--- config.mk ---
export PLATFORM = sky130hd
export DESIGN_NAME = rx_frame_assembler
export DESIGN_NICKNAME = d
export VERILOG_FILES = /design/src/rtl/UART_MIKE_pkg.sv /design/src/rtl/rx_frame_fifo.sv /design/src/rtl/rx_frame_assembler.sv
export SDC_FILE = /design/constraint.sdc
export NUM_CORES = 1
export LEC_CHECK = 0
export BUFFER_PORTS_ARGS = -buffer_cell sky130_fd_sc_hd__clkbuf_2
export CAP_MARGIN = 10
export CORE_UTILIZATION = 64
export DETAILED_ROUTE_END_ITERATION = 8
export GPL_TIMING_DRIVEN = 0
export PLACE_DENSITY = 0.84
export SLEW_MARGIN = 40
export SYNTH_ARGS = -nofsm -noshare
export SYNTH_HDL_FRONTEND = slang
export SYNTH_SLANG_ARGS = --single-unit
--- constraint.sdc ---
create_clock -name clk -period 6.8 [get_ports clk]
set_input_delay 1.7 -clock clk [delete_from_list [all_inputs] [get_ports clk]]
set_output_delay 1.7 -clock clk [all_outputs]
set_load 0.01 [all_outputs]
--- src/rtl/UART_MIKE_pkg.sv ---
// Shared types for the UART receive path: parity modes, the received-frame
// record and the default widest data field.
package UART_MIKE_pkg;

    localparam int unsigned DATA_W_MAX_DFLT = 9;

    typedef enum logic [1:0] {
        PAR_NONE = 2'd0,
        PAR_EVEN = 2'd1,
        PAR_ODD  = 2'd2,
        PAR_RSVD = 2'd3
    } parity_mode_e;

    typedef struct packed {
        logic [DATA_W_MAX_DFLT-1:0] data;
        logic                       parity_err;
        logic                       frame_err;
        logic                       brk;
    } rx_frame_t;

    localparam int unsigned RX_FRAME_W = $bits(rx_frame_t);

    function automatic logic [3:0] clamp_width(
        input logic [3:0] w,
        input logic [3:0] wmax
    );
        logic [3:0] r;
        r = w;
        if (w < 4'd5) begin
            r = 4'd5;
        end else if (w > wmax) begin
            r = wmax;
        end
        return r;
    endfunction

endpackage

--- src/rtl/rx_frame_fifo.sv ---
// Small synchronous FIFO holding completed receive frames; head is presented
// combinationally with a valid/ready handshake and reads zero while empty.
module rx_frame_fifo #(
    parameter int unsigned WIDTH = 12,
    parameter int unsigned DEPTH = 4
) (
    input  logic             clk,
    input  logic             rst,
    input  logic             push_i,
    input  logic [WIDTH-1:0] push_data_i,
    output logic             out_valid_o,
    input  logic             out_ready_i,
    output logic [WIDTH-1:0] out_data_o,
    output logic             full_o,
    output logic             empty_o
);

    localparam int unsigned AW = (DEPTH > 1) ? $clog2(DEPTH) : 1;

    logic [WIDTH-1:0] mem_q [DEPTH];
    logic [AW-1:0]    wr_ptr_q;
    logic [AW-1:0]    rd_ptr_q;
    logic [AW:0]      count_q;
    logic             pop;
    logic             push_ok;

    assign empty_o     = (count_q == '0);
    assign full_o      = (count_q == (AW+1)'(DEPTH));
    assign out_valid_o = !empty_o;
    assign out_data_o  = empty_o ? '0 : mem_q[rd_ptr_q];

    assign pop     = out_valid_o && out_ready_i;
    // A full FIFO still accepts when the head leaves in the same cycle.
    assign push_ok = push_i && (!full_o || pop);

    always_ff @(posedge clk) begin
        if (push_ok) begin
            mem_q[wr_ptr_q] <= push_data_i;
        end
    end

    always_ff @(posedge clk) begin
        if (rst) begin
            wr_ptr_q <= '0;
            rd_ptr_q <= '0;
            count_q  <= '0;
        end else begin
            if (push_ok) begin
                wr_ptr_q <= wr_ptr_q + AW'(1);
            end
            if (pop) begin
                rd_ptr_q <= rd_ptr_q + AW'(1);
            end
            if (push_ok && !pop) begin
                count_q <= count_q + (AW+1)'(1);
            end else if (pop && !push_ok) begin
                count_q <= count_q - (AW+1)'(1);
            end
        end
    end

endmodule

--- src/rtl/rx_frame_assembler.sv ---
// UART receive frame assembler: bit sequencer plus frame FIFO.
// Optional break detection is enabled by defining RX_BREAK_DETECT_EN.
module rx_frame_assembler
    import UART_MIKE_pkg::*;
#(
    parameter int unsigned DATA_W_MAX = DATA_W_MAX_DFLT,
    parameter int unsigned FIFO_DEPTH = 4
) (
    input  logic       clk,
    input  logic       rst,
    input  logic       frame_start,
    input  logic       rx_shift,
    input  logic       rx,
    input  logic [3:0] cfg_data_width,
    input  logic [1:0] cfg_parity,
    input  logic       cfg_stop2,
    input  logic       out_ready,
    input  logic       overrun_clr,
    output logic       out_valid,
    output rx_frame_t  out_frame,
    output logic       overrun,
    output logic       busy
);

    localparam logic [2:0] S_IDLE   = 3'd0;
    localparam logic [2:0] S_DATA   = 3'd1;
    localparam logic [2:0] S_PARITY = 3'd2;
    localparam logic [2:0] S_STOP1  = 3'd3;
    localparam logic [2:0] S_STOP2  = 3'd4;

    logic [2:0]            state_q, state_d;
    logic [3:0]            bit_cnt_q, bit_cnt_d;
    logic [3:0]            width_q, width_d;
    parity_mode_e          par_q, par_d;
    logic                  stop2_q, stop2_d;
    logic [DATA_W_MAX-1:0] data_q, data_d;
    logic                  perr_q, perr_d;
    logic                  ferr_q, ferr_d;
    logic                  brk_d;
    logic                  push;
    rx_frame_t             push_frame;
    logic                  fifo_full;
    logic                  fifo_empty;
    logic [RX_FRAME_W-1:0] fifo_data;
    logic                  overrun_q;

`ifdef RX_BREAK_DETECT_EN
    logic zero_q, zero_d;
    logic brk_q, brk_q_d;
`endif

    always_comb begin
        state_d   = state_q;
        bit_cnt_d = bit_cnt_q;
        width_d   = width_q;
        par_d     = par_q;
        stop2_d   = stop2_q;
        data_d    = data_q;
        perr_d    = perr_q;
        ferr_d    = ferr_q;
        brk_d     = 1'b0;
        push      = 1'b0;
`ifdef RX_BREAK_DETECT_EN
        zero_d    = zero_q;
        brk_q_d   = brk_q;
        brk_d     = brk_q;
`endif
        case (state_q)
            S_IDLE: begin
                if (frame_start) begin
                    state_d   = S_DATA;
                    bit_cnt_d = '0;
                    width_d   = clamp_width(cfg_data_width, 4'(DATA_W_MAX));
                    par_d     = (cfg_parity == PAR_RSVD) ? PAR_NONE
                                                         : parity_mode_e'(cfg_parity);
                    stop2_d   = cfg_stop2;
                    data_d    = '0;
                    perr_d    = 1'b0;
                    ferr_d    = 1'b0;
`ifdef RX_BREAK_DETECT_EN
                    zero_d    = 1'b1;
                    brk_q_d   = 1'b0;
`endif
                end
            end
            S_DATA: begin
                if (rx_shift) begin
                    for (int i = 0; i < int'(DATA_W_MAX); i++) begin
                        if (bit_cnt_q == 4'(i)) begin
                            data_d[i] = rx;
                        end
                    end
                    bit_cnt_d = bit_cnt_q + 4'd1;
`ifdef RX_BREAK_DETECT_EN
                    zero_d    = zero_q & ~rx;
`endif
                    if (bit_cnt_q == width_q - 4'd1) begin
                        state_d = (par_q != PAR_NONE) ? S_PARITY : S_STOP1;
                    end
                end
            end
            S_PARITY: begin
                if (rx_shift) begin
                    perr_d  = (par_q == PAR_EVEN) ? (^data_q ^ rx)
                                                  : ~(^data_q ^ rx);
`ifdef RX_BREAK_DETECT_EN
                    zero_d  = zero_q & ~rx;
`endif
                    state_d = S_STOP1;
                end
            end
            S_STOP1: begin
                if (rx_shift) begin
                    ferr_d = ferr_q | ~rx;
`ifdef RX_BREAK_DETECT_EN
                    brk_q_d = zero_q & ~rx;
                    brk_d   = brk_q_d;
`endif
                    if (stop2_q) begin
                        state_d = S_STOP2;
                    end else begin
                        push    = 1'b1;
                        state_d = S_IDLE;
                    end
                end
            end
            S_STOP2: begin
                if (rx_shift) begin
                    ferr_d  = ferr_q | ~rx;
                    push    = 1'b1;
                    state_d = S_IDLE;
                end
            end
            default: begin
                state_d = S_IDLE;
            end
        endcase
    end

    always_comb begin
        push_frame                      = '0;
        push_frame.data[DATA_W_MAX-1:0] = data_d;
        push_frame.parity_err           = perr_d;
        push_frame.frame_err            = ferr_d | brk_d;
        push_frame.brk                  = brk_d;
    end

    always_ff @(posedge clk) begin
        if (rst) begin
            state_q   <= S_IDLE;
            bit_cnt_q <= '0;
            width_q   <= 4'd5;
            par_q     <= PAR_NONE;
            stop2_q   <= 1'b0;
            data_q    <= '0;
            perr_q    <= 1'b0;
            ferr_q    <= 1'b0;
        end else begin
            state_q   <= state_d;
            bit_cnt_q <= bit_cnt_d;
            width_q   <= width_d;
            par_q     <= par_d;
            stop2_q   <= stop2_d;
            data_q    <= data_d;
            perr_q    <= perr_d;
            ferr_q    <= ferr_d;
        end
    end

`ifdef RX_BREAK_DETECT_EN
    always_ff @(posedge clk) begin
        if (rst) begin
            zero_q <= 1'b0;
            brk_q  <= 1'b0;
        end else begin
            zero_q <= zero_d;
            brk_q  <= brk_q_d;
        end
    end
`endif

    rx_frame_fifo #(
        .WIDTH (RX_FRAME_W),
        .DEPTH (FIFO_DEPTH)
    ) u_fifo (
        .clk         (clk),
        .rst         (rst),
        .push_i      (push),
        .push_data_i (push_frame),
        .out_valid_o (out_valid),
        .out_ready_i (out_ready),
        .out_data_o  (fifo_data),
        .full_o      (fifo_full),
        .empty_o     (fifo_empty)
    );

    assign out_frame = rx_frame_t'(fifo_data);

    // Set wins over clear so a drop coinciding with a clear is not lost.
    always_ff @(posedge clk) begin
        if (rst) begin
            overrun_q <= 1'b0;
        end else if (push && fifo_full && !(out_valid && out_ready)) begin
            overrun_q <= 1'b1;
        end else if (overrun_clr) begin
            overrun_q <= 1'b0;
        end
    end

    assign overrun = overrun_q;
    assign busy    = (state_q != S_IDLE);

endmodule

==> results of run 1 <==
layout by cell type (no fill, tap or decap), drive strengths merged, types with 12 or more instances in the layout:
master | netlist | final
clkbuf | 14 | 49
edfxtp | 44 | 44
dfxtp | 35 | 35
o21ai | 20 | 20
nand2 | 18 | 18
nor2 | 18 | 18
and2 | 16 | 16
xnor2 | 15 | 15
a21oi | 14 | 14
inv | 11 | 12
layer usage:
metal / track usage / vias up
li1: - / 1170
met1: 0.297 / 1167
met2: 0.449 / 70
met3: 0.0464 / 16
met4: 0.111 / 0
met5: 0 / -
worst max-delay path: cells and delay by family, from the launching register on:
| family | cells | cell delay, ps |
|---|---|---|
| mux | 1 | 560 |
| buf+inv | 2 | 460 |
| flops | 1 | 370 |
| simple gates | 1 | 170 |
metrics by stage:
stage,setup slack [ps],util
after detailed placement,3070,0.726
after CTS,3160,0.763
after global routing,3080,0.763
after floorplan,3410,-
final,3200,0.763
after global placement,3100,0.726
sequential cells by signal (all words and copies together), names as in the netlist, named ones only:
signal           flops
u_fifo.rd_ptr_q      2
u_fifo.mem_q        44
bit_cnt_q            4
u_fifo.wr_ptr_q      2
par_q                2
width_q              4
perr_q               1
data_q               9
ferr_q               1
overrun              1
state_q              3
stop2_q              1
u_fifo.count_q       3
logic make-up after synthesis:
kind of cell               count (synthesis)
other                                      1
DFF                                       79
adders and majority gates                 11
buffers and inverters                     28
xor gates and xnor gates                  23
muxes                                     14
AOI/OAI and AO/OA                         51
and+or+nand+nor                           99
power by group through the flow:
| stage | Combinational, mW | Sequential, mW | Clock, mW |
|---|---|---|---|
| finish | 0.312 | 0.540 | 0.347 |
| global route | 0.342 | 0.544 | 0.367 |
| CTS | 0.316 | 0.541 | 0.348 |
| detailed placement | 0.314 | 0.551 | 0 |
| global placement | 0.306 | 0.549 | 0 |
| floorplan | 0.223 | 0.546 | 0 |
cell type report:
cell class                 instances  area [um^2]  area share
buffer                            17         70.1      0.0174
clock buffer                       9          124      0.0308
clock inverter                     7         72.6      0.0180
inverter                          11         41.3      0.0103
multi-input combinational        199         1480       0.367
sequential                        79         2020       0.503
tap                               70         87.6      0.0218
timing repair buffer              26          130      0.0323
path summary, 6_finish.rpt:
| path | from | to | slack (ps) |
|---|---|---|---|
| min reg2reg | par_q[0] | par_q[0] | 470 |
| max reg2reg | state_q[2] | u_fifo.count_q[2] | 3970 |
| max | register | out_frame[11] | 3200 |
| min | par_q[0] | par_q[0] | 470 |
==> results.toml, run 1 <==
[timing]
rsz0062_at_grt = "false"
slew_headroom = 0.618
finalCriticalPeriod_ps = 3600
fmax_mhz = 278
worst_hold_slack_ps = 470
drv_slew = 0
fin_crit_sh = 0.530
fin_skew_ps = 8.17
hold_violations = 0
setup_violations = 0
fin_setup_tns_ps = 0
tightest_slew_ps = 566

[yosys]
synth_top_area_cell = "edfxtp_1"
synth_compound_area_frac = 0.0801
synth_edf_count = 44
synthArstFlopShare = 0
synth_seq_cells = 79
synth_cell_type_count = 44
avgSynthCellArea_um2 = 11.8
synth_top_family_by_area = "simple AND/OR/NAND/NOR gates"
synth_nets = 331
yosys.cell_count.top_type = "edfxtp_1"
yosysWarnings = 0
syn-cell-area_um2 = 3610
synthAdderAreaFrac = 0.0402
yosys.area_share.simple = 0.151
synth_top_cells_by_count = "edfxtp_1 (44), dfxtp_1 (35), nand2_1 (18), nor2_1 (18), and2_1 (16)"
synth-xor-area-share = 0.0596
synth_seq_area_share = 0.560
yosys-top-cells-area = "edfxtp_1 (37%), dfxtp_1 (19%), mux4_2 (6.9%), xnor2_1 (3.6%), ha_1 (3.5%)"
synth.mux.area_fraction = 0.0770
netlist_instances = 306
synth_top_area_frac = 0.366
synthFlopType = "edfxtp_1"

[power]
switching_power_mw = 0.361
vdd.ir_drop.worst_uv = 157
power.internal_mw = 0.838
power_frac_clock = 0.289
p_sw_frac = 0.301
p_leak_nw = 1.45
power_frac_comb = 0.260
design_power_total_mw = 1.20
power_density_nw_per_um2 = 298
sequentialPowerShare = 0.451

[cells_and_area]
layout-drive-gt1-share = 0.170
nets = 368
fin_cells = 418
num_antenna_cells = 0
fin_area_um2 = 4020
area_growth_pct = 11.5
fillCellCount = 366

[job]
maxCapViolations = 0

[critical_path]
start_kind = "register"
end_kind = "output pin"
cp.required_ps = 5100
path_cells = "buf_2, mux4_2, and2_1, clkbuf_2"
reg2reg_depth = 10
arrival_ps = 1900
cp_slowest_stage_delay_ps = 560
worst-setup-path-type = "reg2out"
cp_slowest_cell = "mux4_2"
path_max_fanout = 10

[clocking]
cts_tree = "yes"
clk_latency_ps = 350
cts_resized = 0
numCtsBuffers = 9
cts.sinks = 79
htree_levels = 3
root_buffer = "clkbuf_8"
cts_max_path_buffers = 2
post_cts_buffers = 0
clk_pin_slew_ps = 80
cts_hold_buffers = 0

[placed_design]
placed_cell_area_um2 = 3830
routabilityCongestion = 0.894
hpwl_mm = 4.82
placedCellCount = 402
portBuffers = 26

[drt]
m1WireLength_mm = 2.89
first_iter_violations = 126
viasPerCell = 5.80
drtPass1Iterations = 4
wl_per_cell_um = 16.1
met2_length_mm = 3.47
highest_layer = "met4"
drt-total-wl_mm = 6.72
drc = 0
ant_nets = 0
dr_wl_met3_um = 208
via_count = 2423

[floorplanning]
row_count = 26
core_um2 = 5270
num_io_pins = 29
fp.dieH_um = 77.1
die_w_um = 77.1
start_util = 0.685
dieArea_um2 = 5940

[grt]
grt_usage = 0.252
grt_overflow = 0
grt_pass1_vias = 2376
grt_pass1_wl_mm = 11.3
grt_max_degree = 15
antenna_found_initial = 0

[run_status]
status = "finished, final reports clean"

[min_path]
worstHoldPathType = "reg2reg"
hold_depth = 2
No activity file was read; power rests on OpenSTA's default activity.
==> run 2: changes to the inputs <==
--- a/config.mk
+++ b/config.mk
@@ -7,10 +7,10 @@
 export LEC_CHECK = 0
 export BUFFER_PORTS_ARGS = -buffer_cell sky130_fd_sc_hd__clkbuf_2
 export CAP_MARGIN = 10
-export CORE_UTILIZATION = 64
+export CORE_UTILIZATION = 59
 export DETAILED_ROUTE_END_ITERATION = 8
 export GPL_TIMING_DRIVEN = 0
-export PLACE_DENSITY = 0.84
+export PLACE_DENSITY = 0.79
 export SLEW_MARGIN = 40
 export SYNTH_ARGS = -nofsm -noshare
 export SYNTH_HDL_FRONTEND = slang
==> constraint.sdc (replaced) <==
create_clock -name clk -period 3.6 [get_ports clk]
set_input_delay 0.9 -clock clk [delete_from_list [all_inputs] [get_ports clk]]
set_output_delay 0.9 -clock clk [all_outputs]
set_load 0.01 [all_outputs]
==> run 2 against run 1 <==
  * Worst hold slack is essentially flat
  * Register-to-register slack got worse by 3200 ps
  * Global-route usage fell by 1.9 points
  * Cell count is 1.2% higher
  * Non-clock buffer count unchanged
  * Utilization shrank 8.0 points
  * Clock-buffer cell count rose by 3
  * Wire length rose by 1.9%
  * Sequential share of layout area decreased by 0.26 points
  * Clock power is 95% higher
  * Worst setup slack got worse by 2400 ps
  * Critical path type unchanged
  * Highest routed layer unchanged
==> results.toml, run 2 (synthesized netlist as in run 1, its figures left out) <==
[critical_path]
end_kind = "output pin"
critPathCapture = "out_frame[8]"
reg2reg_slack_ps = 810
worst-setup-path-type = "reg2out"
rr_startpoint = "state_q[2]"
r2r_end = "u_fifo.count_q[2]"
start_kind = "register"
path_max_fanout = 10
cp.required_ps = 2700
reg2reg_depth = 10
arrival_ps = 1910

[cells_and_area]
reg.largest.list = "u_fifo.mem_q (44), data_q (9)"
nets = 368
layout-drive-gt1-share = 0.167
largest_reg_flops = 44
final_core_util = 0.683
fin_area_um2 = 4040
area_growth_pct = 12.1
regMostFlops = "u_fifo.mem_q"
num_antenna_cells = 0
layout_commonest_cell = "edfxtp_1"
most-common-layout-cells = "edfxtp_1 (44), dfxtp_1 (35), clkbuf_2 (26), nand2_1 (18), nor2_1 (18)"

[drt]
drtPass1Iterations = 4
via_count = 2403
viasPerCell = 5.68
ant_nets = 0
drc = 0
drt-total-wl_mm = 6.85
first_iter_violations = 111
wl_per_cell_um = 16.2

[clocking]
numCtsBuffers = 9
cts_tree = "yes"
htree_levels = 3
clk_latency_ps = 350
cts_resized = 0
cts_hold_buffers = 0
cts_max_path_buffers = 2
clk_pin_slew_ps = 90
cts.sinks = 79
root_buffer = "clkbuf_8"
post_cts_buffers = 0

[grt]
grt_pass1_wl_mm = 11.0
antenna_found_initial = 0
grt_overflow = 0
grt_pass1_vias = 2337
grt_max_degree = 15
grt_usage = 0.234

[floorplanning]
die_w_um = 80.2
num_io_pins = 29
start_util = 0.609
core_um2 = 5920
fp.dieH_um = 80.2
dieArea_um2 = 6430
row_count = 28

[timing]
fin_crit_sh = 0.782
setup_violations = 0
drv_slew = 0
fmax_mhz = 355
tightest_slew_ps = 625
hold_violations = 0
slew_headroom = 0.583
rsz0062_at_grt = "false"
fin_setup_tns_ps = 0
finalCriticalPeriod_ps = 2810
fin_skew_ps = 13.6

[placed_design]
portBuffers = 26
routabilityCongestion = 0.892
placed_cell_area_um2 = 3830
hpwl_mm = 4.69

[power]
p_leak_nw = 1.46
vdd.ir_drop.worst_uv = 364
power_density_nw_per_um2 = 564

[run_status]
status = "finished, final reports clean"

[min_path]
worstHoldPathType = "reg2reg"
worstHoldStart = "par_q[1]"

[job]
maxCapViolations = 0
==> run 2: changes by cell type in the layout (fill, tap and decap cells not counted) <==
cell	previous run	this run
clkbuf_1	14	15
bufinv_16	1	0
clkinv_2	2	0
clkinv_4	1	2
clkinvlp_4	2	1
clkbuf_16	0	2
==> run 2: through the flow <==
step | setup slack [ps] | hold WS, ps | cells | power (mW)
2_1_floorplan | 1010 | 436 | 306 | 1.45
3_3_place_gp | 685 | 451 | 407 | 1.61
3_5_place_dp | 654 | 457 | 407 | 1.63
4_1_cts | 743 | 469 | 423 | 2.30
5_1_grt | 599 | 500 | 423 | 2.39
6_report | 785 | 470 | 423 | 2.28
==> run 2: worst min path at each step <==
stage	to	depth (start not counted)
floorplan	par_q[0]	2
global placement	par_q[1]	2
detailed placement	par_q[1]	2
CTS	par_q[1]	2
global route	par_q[0]	2
finish	par_q[1]	2
==> run 2: critical path, cell delays in order (launching register included) <==
cell and delay [ps]:
dfxtp_1 360, buf_2 340, mux4_2 560, and2_1 170, clkbuf_2 120
==> run 2: power breakdown <==
group          total (mW)  internal [mW]  switching [mW]
sequential           1.02          0.983          0.0379
clock               0.675          0.340           0.335
combinational       0.585          0.279           0.307
==> run 2: cell type report <==
class                           count  area, um^2
Sequential cell                    79        2020
Fill cell                         441        1880
Multi-Input combinational cell    199        1480
Clock buffer                       12         178
Timing Repair Buffer               26         130
Tap cell                           75        93.8
Buffer                             17        70.1
Inverter                           11        41.3
Clock inverter                      4        33.8
==> run 2: layer usage <==
| metal | global-route usage | part of all wire | vias to the layer above |
|---|---|---|---|
| met1 | 0.289 | 0.45 | 1164 |
| met4 | 0.102 | 0.020 | 0 |
| met3 | 0.0545 | 0.034 | 13 |
| li1 | - | - | 1172 |
| met2 | 0.390 | 0.50 | 54 |
| met5 | 0 | 0 | - |
